File: config.mk
export PLATFORM = sky130hd
export DESIGN_NAME = aes_job_scheduler
export DESIGN_NICKNAME = d
export VERILOG_FILES = /design/src/rtl/aes_pkg.sv /design/src/rtl/aes_rr_arb2.sv /design/src/rtl/aes_job_scheduler.sv
export SDC_FILE = /design/constraint.sdc
export NUM_CORES = 1
export LEC_CHECK = 0
export ABC_AREA = 0
export CORE_AREA = 4 4 411 413
export CTS_BUF_LIST = sky130_fd_sc_hd__clkbuf_4
export DETAILED_ROUTE_END_ITERATION = 8
export DIE_AREA = 0 0 415 417
export GPL_TIMING_DRIVEN = 0
export HOLD_SLACK_MARGIN = 0.02
export MAX_ROUTING_LAYER = met4
export PLACE_DENSITY = 0.4
export SYNTH_ARGS = -nofsm -noshare
export SYNTH_HDL_FRONTEND = slang
export SYNTH_SLANG_ARGS = --single-unit
File: constraint.sdc
create_clock -name clk -period 18.2 [get_ports clk]
set_input_delay 3.64 -clock clk [delete_from_list [all_inputs] [get_ports clk]]
set_output_delay 3.64 -clock clk [all_outputs]
set_load 0.02 [all_outputs]
File: src/rtl/aes_pkg.sv
// Shared types and constants for the AES job scheduler: block width, channel
// indices and the scheduler state encoding.
package aes_pkg;

  localparam int AES_BLK_W = 128;
  localparam int NUM_REQ   = 2;

  localparam logic CH0 = 1'b0;
  localparam logic CH1 = 1'b1;

  typedef enum logic [1:0] {
    S_IDLE  = 2'd0,
    S_ISSUE = 2'd1,
    S_BUSY  = 2'd2,
    S_RESP  = 2'd3
  } sched_state_e;

  function automatic logic [NUM_REQ-1:0] ch_onehot(input logic ch);
    return (ch == CH1) ? 2'b10 : 2'b01;
  endfunction

endpackage

File: src/rtl/aes_rr_arb2.sv
// Two-way round-robin arbiter: a lone requester always wins, and on a tie the
// channel that was not granted last time wins.
module aes_rr_arb2
  import aes_pkg::*;
(
  input  logic [1:0] req_i,
  input  logic       last_grant_i,
  output logic [1:0] gnt_o
);

  always_comb begin
    gnt_o = 2'b00;
    unique case (req_i)
      2'b01:   gnt_o = 2'b01;
      2'b10:   gnt_o = 2'b10;
      2'b11:   gnt_o = (last_grant_i == CH1) ? 2'b01 : 2'b10;
      default: gnt_o = 2'b00;
    endcase
  end

endmodule

File: src/rtl/aes_job_scheduler.sv
// Shares one start/done AES-128 core between two requesters: round-robin job
// accept, single-cycle issue, bounded wait for done, response to the owner.
module aes_job_scheduler
  import aes_pkg::*;
#(
  parameter int BLK_W          = AES_BLK_W,
  parameter int TIMEOUT_CYCLES = 64,
  parameter int CNT_W          = 7
) (
  input  logic               clk,
  input  logic               rst,
  input  logic [1:0]         req_valid,
  output logic [1:0]         req_ready,
  input  logic [2*BLK_W-1:0] req_key,
  input  logic [2*BLK_W-1:0] req_data,
  input  logic [1:0]         req_decrypt,
  output logic [1:0]         resp_valid,
  input  logic [1:0]         resp_ready,
  output logic [BLK_W-1:0]   resp_data,
  output logic               resp_err,
  output logic               core_start,
  output logic               core_decrypt,
  output logic [BLK_W-1:0]   core_key,
  output logic [BLK_W-1:0]   core_data,
  input  logic               core_done,
  input  logic [BLK_W-1:0]   core_result,
  output logic               busy,
  output logic [7:0]         err_count
);

  sched_state_e     state_q, state_d;
  logic             owner_q, owner_d;
  logic             last_grant_q, last_grant_d;
  logic [BLK_W-1:0] key_q, key_d;
  logic [BLK_W-1:0] data_q, data_d;
  logic             dec_q, dec_d;
  logic [BLK_W-1:0] rdata_q, rdata_d;
  logic             rerr_q, rerr_d;
  logic [CNT_W-1:0] cnt_q, cnt_d;
  logic [7:0]       errcnt_q, errcnt_d;
  logic [1:0]       gnt;

  aes_rr_arb2 u_arb (
    .req_i        (req_valid),
    .last_grant_i (last_grant_q),
    .gnt_o        (gnt)
  );

  // Ready is a pure decode of the grant so a job can be taken the same cycle it appears.
  assign req_ready    = (state_q == S_IDLE && !rst) ? gnt : 2'b00;
  assign resp_data    = rdata_q;
  assign resp_err     = rerr_q;
  assign core_key     = key_q;
  assign core_data    = data_q;
  assign core_decrypt = dec_q;
  assign busy         = (state_q != S_IDLE);
  assign err_count    = errcnt_q;

  always_comb begin
    state_d      = state_q;
    owner_d      = owner_q;
    last_grant_d = last_grant_q;
    key_d        = key_q;
    data_d       = data_q;
    dec_d        = dec_q;
    rdata_d      = rdata_q;
    rerr_d       = rerr_q;
    cnt_d        = cnt_q;
    errcnt_d     = errcnt_q;
    resp_valid   = 2'b00;
    core_start   = 1'b0;
    unique case (state_q)
      S_IDLE: begin
        if (gnt != 2'b00) begin
          owner_d = gnt[CH1];
          key_d   = gnt[CH1] ? req_key[2*BLK_W-1:BLK_W]  : req_key[BLK_W-1:0];
          data_d  = gnt[CH1] ? req_data[2*BLK_W-1:BLK_W] : req_data[BLK_W-1:0];
          dec_d   = gnt[CH1] ? req_decrypt[1]            : req_decrypt[0];
          state_d = S_ISSUE;
        end
      end
      S_ISSUE: begin
        core_start = 1'b1;
        cnt_d      = '0;
        state_d    = S_BUSY;
      end
      S_BUSY: begin
        cnt_d = cnt_q + CNT_W'(1);
        // A done arriving on the last allowed cycle still counts as success.
        if (core_done) begin
          rdata_d = core_result;
          rerr_d  = 1'b0;
          state_d = S_RESP;
        end else if (cnt_q == CNT_W'(TIMEOUT_CYCLES - 1)) begin
          rdata_d = '0;
          rerr_d  = 1'b1;
          if (errcnt_q != 8'hFF) begin
            errcnt_d = errcnt_q + 8'd1;
          end
          state_d = S_RESP;
        end
      end
      S_RESP: begin
        resp_valid = ch_onehot(owner_q);
        if (resp_ready[owner_q]) begin
          last_grant_d = owner_q;
          state_d      = S_IDLE;
        end
      end
    endcase
  end

  always_ff @(posedge clk or posedge rst) begin
    if (rst) begin
      state_q      <= S_IDLE;
      owner_q      <= CH0;
      last_grant_q <= CH1;
      key_q        <= '0;
      data_q       <= '0;
      dec_q        <= 1'b0;
      rdata_q      <= '0;
      rerr_q       <= 1'b0;
      cnt_q        <= '0;
      errcnt_q     <= 8'd0;
    end else begin
      state_q      <= state_d;
      owner_q      <= owner_d;
      last_grant_q <= last_grant_d;
      key_q        <= key_d;
      data_q       <= data_d;
      dec_q        <= dec_d;
      rdata_q      <= rdata_d;
      rerr_q       <= rerr_d;
      cnt_q        <= cnt_d;
      errcnt_q     <= errcnt_d;
    end
  end

endmodule

==> impl_metrics.env, run 1 <==
export IMPL_fin_setup_tns_ps=0
export IMPL_fin_crit_ps=10070
export IMPL_hp_class="flop to flop"
export IMPL_path_delay_family="buffers and inverters"
export IMPL_path_max_fanout=10
export IMPL_io_buffer_count=1048
export IMPL_drive_gt1_share_pct=10.0
export IMPL_postCtsSetupBuffers=0
export IMPL_skew_ps=44.8
export IMPL_yosys_warnings=0
export IMPL_die_x_um=415
export IMPL_hold_violations=0
export IMPL_totalWireLength_um=114000
export IMPL_hold_depth=2
export IMPL_cp_num_cells=6
export IMPL_synth_top_flop_cell="dfrtp_1"
export IMPL_dp_hpwl_um=93800
export IMPL_vias=16896
export IMPL_drtAntennaViolNets=0
export IMPL_grt_usage_pct=13.1
export IMPL_worstSetupEndpointType="output pin"
export IMPL_fmax_ghz=0.0993
export IMPL_fin_crit_sh_pct=55.3
export IMPL_grt_overflow=0
export IMPL_yosysTopAreaCell="dfrtp_1"
export IMPL_grt_pass1_vias=18108
export IMPL_drc=0
export IMPL_max_cap_violations=0
export IMPL_finalWorstSetupSlack_ps=8130
export IMPL_clock_sinks=405
export IMPL_grt_first_pass_wirelength_um=153000
export IMPL_cp_arrival_ps=6430
export IMPL_ys_types=38
export IMPL_fin_hold_ws_ps=472
export IMPL_utilization_pct=19.8
export IMPL_cts_buffers=138
export IMPL_reg2reg_depth=8
export IMPL_synth_top_cell_area_share_pct=57.9
export IMPL_yosysSeqAreaShare_pct=58.0
export IMPL_start_util_pct=10.6
export IMPL_path_buf_inv=4
export IMPL_worst_pin_slew_ps=1250
export IMPL_cts_resized=0
export IMPL_place_ws_ps=8160
export IMPL_placed_area_mm2=0.0308
export IMPL_path_cells="clkdlybuf4s50_1, o21ai_2, buf_2, clkbuf_1, nor3_1, clkdlybuf4s50_1"
export IMPL_wl_per_cell_um=22.7
export IMPL_peakVddDrop_mv=0.0784
export IMPL_ctsHoldBuffers=0
export IMPL_drv_slew=0
export IMPL_path_clk_slew_ps=50
export IMPL_p_total_mw=5.25
export IMPL_synth_enable_flop_cells=0
export IMPL_status="complete, no violations"
export IMPL_rsz0062_at_grt="no"
export IMPL_cts_tree="yes"
export IMPL_path_class="input port to output pin"
export IMPL_setup_violations_final=0
export IMPL_synth_commonest_cells="dfrtp_1 (404), nand2_1 (264), mux2i_1 (258), o21ai_0 (205), a22o_1 (129)"
export IMPL_finalInstanceArea_mm2=0.0326
export IMPL_synth_net_count=2173
export IMPL_insertion_delay_ps=1050
export IMPL_placeableCoreArea_mm2=0.165
export IMPL_viasPerCell=3.36
export IMPL_dr_pass1_iters=5
export IMPL_p_leak_nw=13.9
export IMPL_synthArstFlopShare_pct=100
export IMPL_areaGrowthSynthToFinish_pct=86.8
export IMPL_avgSynthCellArea_um2=11.5
export IMPL_nNetsFinal=3366
export IMPL_timing_critical_path_mode_cell="clkdlybuf4s50_1"
export IMPL_grt_max_degree=103
export IMPL_fp_dieH_um=417
export IMPL_crit_slowest_cell="clkdlybuf4s50_1"
export IMPL_place_inst=4759
export IMPL_cts_max_level=4
export IMPL_crit_path_max_incr_delay_ps=610
export IMPL_dr_first_iter_drc_count=858
export IMPL_synth_seq_cells=405
export IMPL_place_gp_congestion=0.851
export IMPL_grt_antenna_before_repair=36
export IMPL_required_ps=14560
export IMPL_syn_inst=1517
export IMPL_power_density_mw_per_mm2=161
export IMPL_slew_headroom_pct=16.9
export IMPL_finalNonFillerCells=5022
export IMPL_synth_most_common_cell="dfrtp_1"
export IMPL_cts_max_path_buffers=3
export IMPL_io_pins=1049
export IMPL_die_area_mm2=0.173
export IMPL_cts_root_buffer="clkbuf_4"
export IMPL_placementRows=149
export IMPL_start_kind="input port"
export IMPL_synth_area_mm2=0.0175
export IMPL_synth_area_leaders="dfrtp_1 (58%), mux2i_1 (15%), a22o_1 (6.5%)"
-- report_power, final --
part	switching, mW	internal, mW	total (mW)
Combinational	1.48	1.17	2.66
Clock	0.476	0.535	1.01
Sequential	0.261	1.32	1.58
-- per-layer routing --
layer  global-route usage [%]  up-vias  part of all wire, %
met5                        -        -                    0
met2                     22.8      627                   52
li1                         -     7906                    -
met4                     3.42        0                  1.9
met3                     4.33      121                  6.7
met1                     14.4     8242                   40
-- sequential cells by signal, summed over array words and instances, names as in the netlist --
register and flops:
state_q 2, core_key 128, core_decrypt 1, owner_q 1
resp_err 1, core_data 128, err_count 8, resp_data 128
cnt_q 7, last_grant_q 1
-- worst paths after layout --
check | startpoint | to | slack (ps)
setup / recovery | req_valid[0] | req_ready[0] | 8130
hold / removal | core_key[64] | core_key[64] | 470
setup reg to reg | state_q[0] | core_key[91] | 14910
hold reg to reg | core_key[64] | core_key[64] | 470
max in group asynchronous | rst | core_key[25] | 13610
min in group asynchronous | rst | resp_data[112] | 3110
-- worst register-to-register path, cell delays in order (launching register included) --
cell,delay (ps)
dfrtp_1,390
inv_1,90
ha_1,280
o21ai_2,280
buf_2,430
buf_2,470
buf_1,960
nand2_1,140
o21ai_0,120
-- cells by family after synthesis --
group / count (synthesis) / synth area share (%)
muxes: 261 / 15.0
buffers and inverters: 130 / 4.57
and+or+nand+nor: 300 / 7.03
AOI/OAI and AO/OA: 408 / 14.6
adders and majority gates: 7 / 0.501
xor gates and xnor gates: 6 / 0.301
DFF: 405 / 58.0
-- area by class of cell --
type	count	area, um^2
Clock buffer	197	1480
Tap cell	2189	2740
Antenna cell	35	87.6
Clock inverter	31	223
Timing Repair Buffer	1053	10600
Multi-Input combinational cell	982	6540
Sequential cell	405	10100
Fill cell	18251	132000
Buffer	118	753
Inverter	12	52.6
-- cells in the final DEF (no fill, tap or decap), types with 4 or more instances in the layout --
master           netlist  layout
o21ai_1               57      56
buf_1                  7       7
a22o_1               129     129
mux2i_1              258     258
nand2_1              264     264
clkbuf_1              60      60
buf_6                  5       5
xor2_1                 6       6
buf_2                 15      15
o21ai_0              205     205
clkinv_1               0      15
buf_16                 0       5
nand3_1                7       7
clkinv_2               0       5
a21oi_1                8       8
nor3b_1                4       4
diode_2                0      35
nor2_1                 6       6
ha_1                   7       7
inv_1                 12      11
clkdlybuf4s50_1        0    1048
buf_12                11      11
dfrtp_1              404     404
and3_1                 4       4
buf_4                 20      20
o22ai_1                4       4
clkbuf_4               0     197
Note: power is estimated with default switching activity, not from simulation.
==> inputs of run 2 (changes only) <==
Clock period 18.2 ns to 9.7 ns, I/O delays scaled along.
==> impl_metrics.env, run 2 (synthesis gave the netlist of run 1 again) <==
export IMPL_grt_pass1_vias=18005
export IMPL_path_cells="clkdlybuf4s50_1, o21ai_2, buf_8, buf_2, clkbuf_1, nor3_1, clkdlybuf4s50_1"
export IMPL_dr_first_iter_drc_count=712
export IMPL_path_class="input port to output pin"
export IMPL_fmax_ghz=0.153
export IMPL_cp_arrival_ps=4610
export IMPL_clock_sinks=405
export IMPL_path_max_fanout=10
export IMPL_fin_crit_sh_pct=67.6
export IMPL_postCtsSetupBuffers=0
export IMPL_grt_first_pass_wirelength_um=152000
export IMPL_place_gp_congestion=0.859
export IMPL_io_buffer_count=1048
export IMPL_drc=0
export IMPL_hold_violations=0
export IMPL_ctsHoldBuffers=0
export IMPL_nNetsFinal=3371
export IMPL_start_util_pct=10.6
export IMPL_io_pins=1049
export IMPL_mostFrequentLayoutCells="clkdlybuf4s50_1 (1048), dfrtp_1 (404), nand2_1 (264), mux2i_1 (258), o21ai_0 (205)"
export IMPL_dp_hpwl_um=94200
export IMPL_hp_class="flop to flop"
export IMPL_peakVddDrop_mv=0.134
export IMPL_insertion_delay_ps=1060
export IMPL_setup_violations_final=0
export IMPL_grt_overflow=0
export IMPL_wl_per_cell_um=22.6
export IMPL_max_cap_violations=0
export IMPL_fp_dieH_um=417
export IMPL_viasPerCell=3.40
export IMPL_path_buf_inv=5
export IMPL_die_area_mm2=0.173
export IMPL_worstSetupEndpointType="output pin"
export IMPL_placeableCoreArea_mm2=0.165
export IMPL_crit_slowest_cell="clkdlybuf4s50_1"
export IMPL_crit_path_max_incr_delay_ps=590
export IMPL_dr_pass1_iters=5
export IMPL_cts_resized=0
export IMPL_die_x_um=415
export IMPL_cts_tree="yes"
export IMPL_path_clk_slew_ps=60
export IMPL_start_kind="input port"
export IMPL_power_density_mw_per_mm2=298
export IMPL_p_leak_nw=13.9
export IMPL_skew_ps=49.9
export IMPL_p_total_mw=9.70
export IMPL_cts_buffers=135
export IMPL_grt_usage_pct=13.0
export IMPL_rsz0062_at_grt="no"
export IMPL_path_delay_family="buffers and inverters"
export IMPL_drv_slew=0
export IMPL_totalWireLength_um=113000
export IMPL_drtAntennaViolNets=0
export IMPL_fin_hold_ws_ps=477
export IMPL_cts_max_level=4
export IMPL_vias=17058
export IMPL_placementRows=149
export IMPL_grt_antenna_before_repair=39
export IMPL_cts_root_buffer="clkbuf_4"
export IMPL_fin_crit_ps=6550
export IMPL_required_ps=7760
export IMPL_worst_pin_slew_ps=1030
export IMPL_areaGrowthSynthToFinish_pct=86.6
export IMPL_final_common_cell="clkdlybuf4s50_1"
export IMPL_grt_max_degree=38
export IMPL_status="complete, no violations"
export IMPL_timing_critical_path_mode_cell="clkdlybuf4s50_1"
export IMPL_cts_max_path_buffers=3
export IMPL_drive_gt1_share_pct=9.87
export IMPL_slew_headroom_pct=31.2
==> run 2: cell types whose count changed in the layout (fill, tap and decap cells not counted), sizes merged <==
| cell | delta |
|---|---|
| inv | +1 |
| clkinvlp | +1 |
| buf | +8 |
| clkbuf | -9 |
| bufinv | -3 |
| diode | +3 |
==> run 2: worst paths after layout <==
kind | depth (start not counted) | slack (ps) | endpoint | startpoint
setup reg to reg | 9 | 6600 | core_key[84] | state_q[0]
hold / removal | 2 | 480 | core_key[72] | core_key[72]
min in group asynchronous | 2 | 1410 | core_key[107] | rst
setup / recovery | 7 | 3150 | req_ready[0] | req_valid[0]
max in group asynchronous | 8 | 6310 | core_key[57] | rst
hold reg to reg | 2 | 480 | core_key[72] | core_key[72]
==> run 2: per-layer routing <==
metal	up-vias	wire length, um	global-route usage, %
li1	7903	-	-
met1	8343	43500	14.0
met2	650	59000	22.6
met3	162	8210	4.40
met4	0	2690	4.01
met5	-	0	-
==> run 2: final cells by class <==
cell class / instances / area, um^2
fill: 18277 / 132000
timing repair buffer: 1061 / 10700
sequential: 405 / 10100
multi-input combinational: 982 / 6540
tap: 2189 / 2740
clock buffer: 188 / 1410
buffer: 118 / 753
clock inverter: 30 / 129
antenna: 38 / 95.1
inverter: 12 / 48.8
==> run 2: tightest hold or removal path: stages, from the launching register on <==
cell and delay (ps):
dfrtp_1 340, nand2_1 40, o21ai_0 60
==> run 2: stage by stage <==
stage	instance area, um^2	cells	setup TNS (ps)	worst slack, ps	utilization, %
2_1_floorplan	17500	1517	0	2310	-
3_3_place_gp	30700	4754	-727320	-1970	18.6
3_5_place_dp	31000	4767	0	2890	18.8
4_1_cts	32500	4985	0	2880	19.7
5_1_grt	32600	5021	0	2880	19.8
6_report	32600	5023	0	3150	19.8
==> run 2: power by group <==
group | internal, mW | leakage (nW) | switching, mW
sequential | 2.48 | 5.05 | 0.479
combinational | 2.20 | 7.89 | 2.79
clock | 0.882 | 0.931 | 0.872
total | 5.56 | 13.9 | 4.14
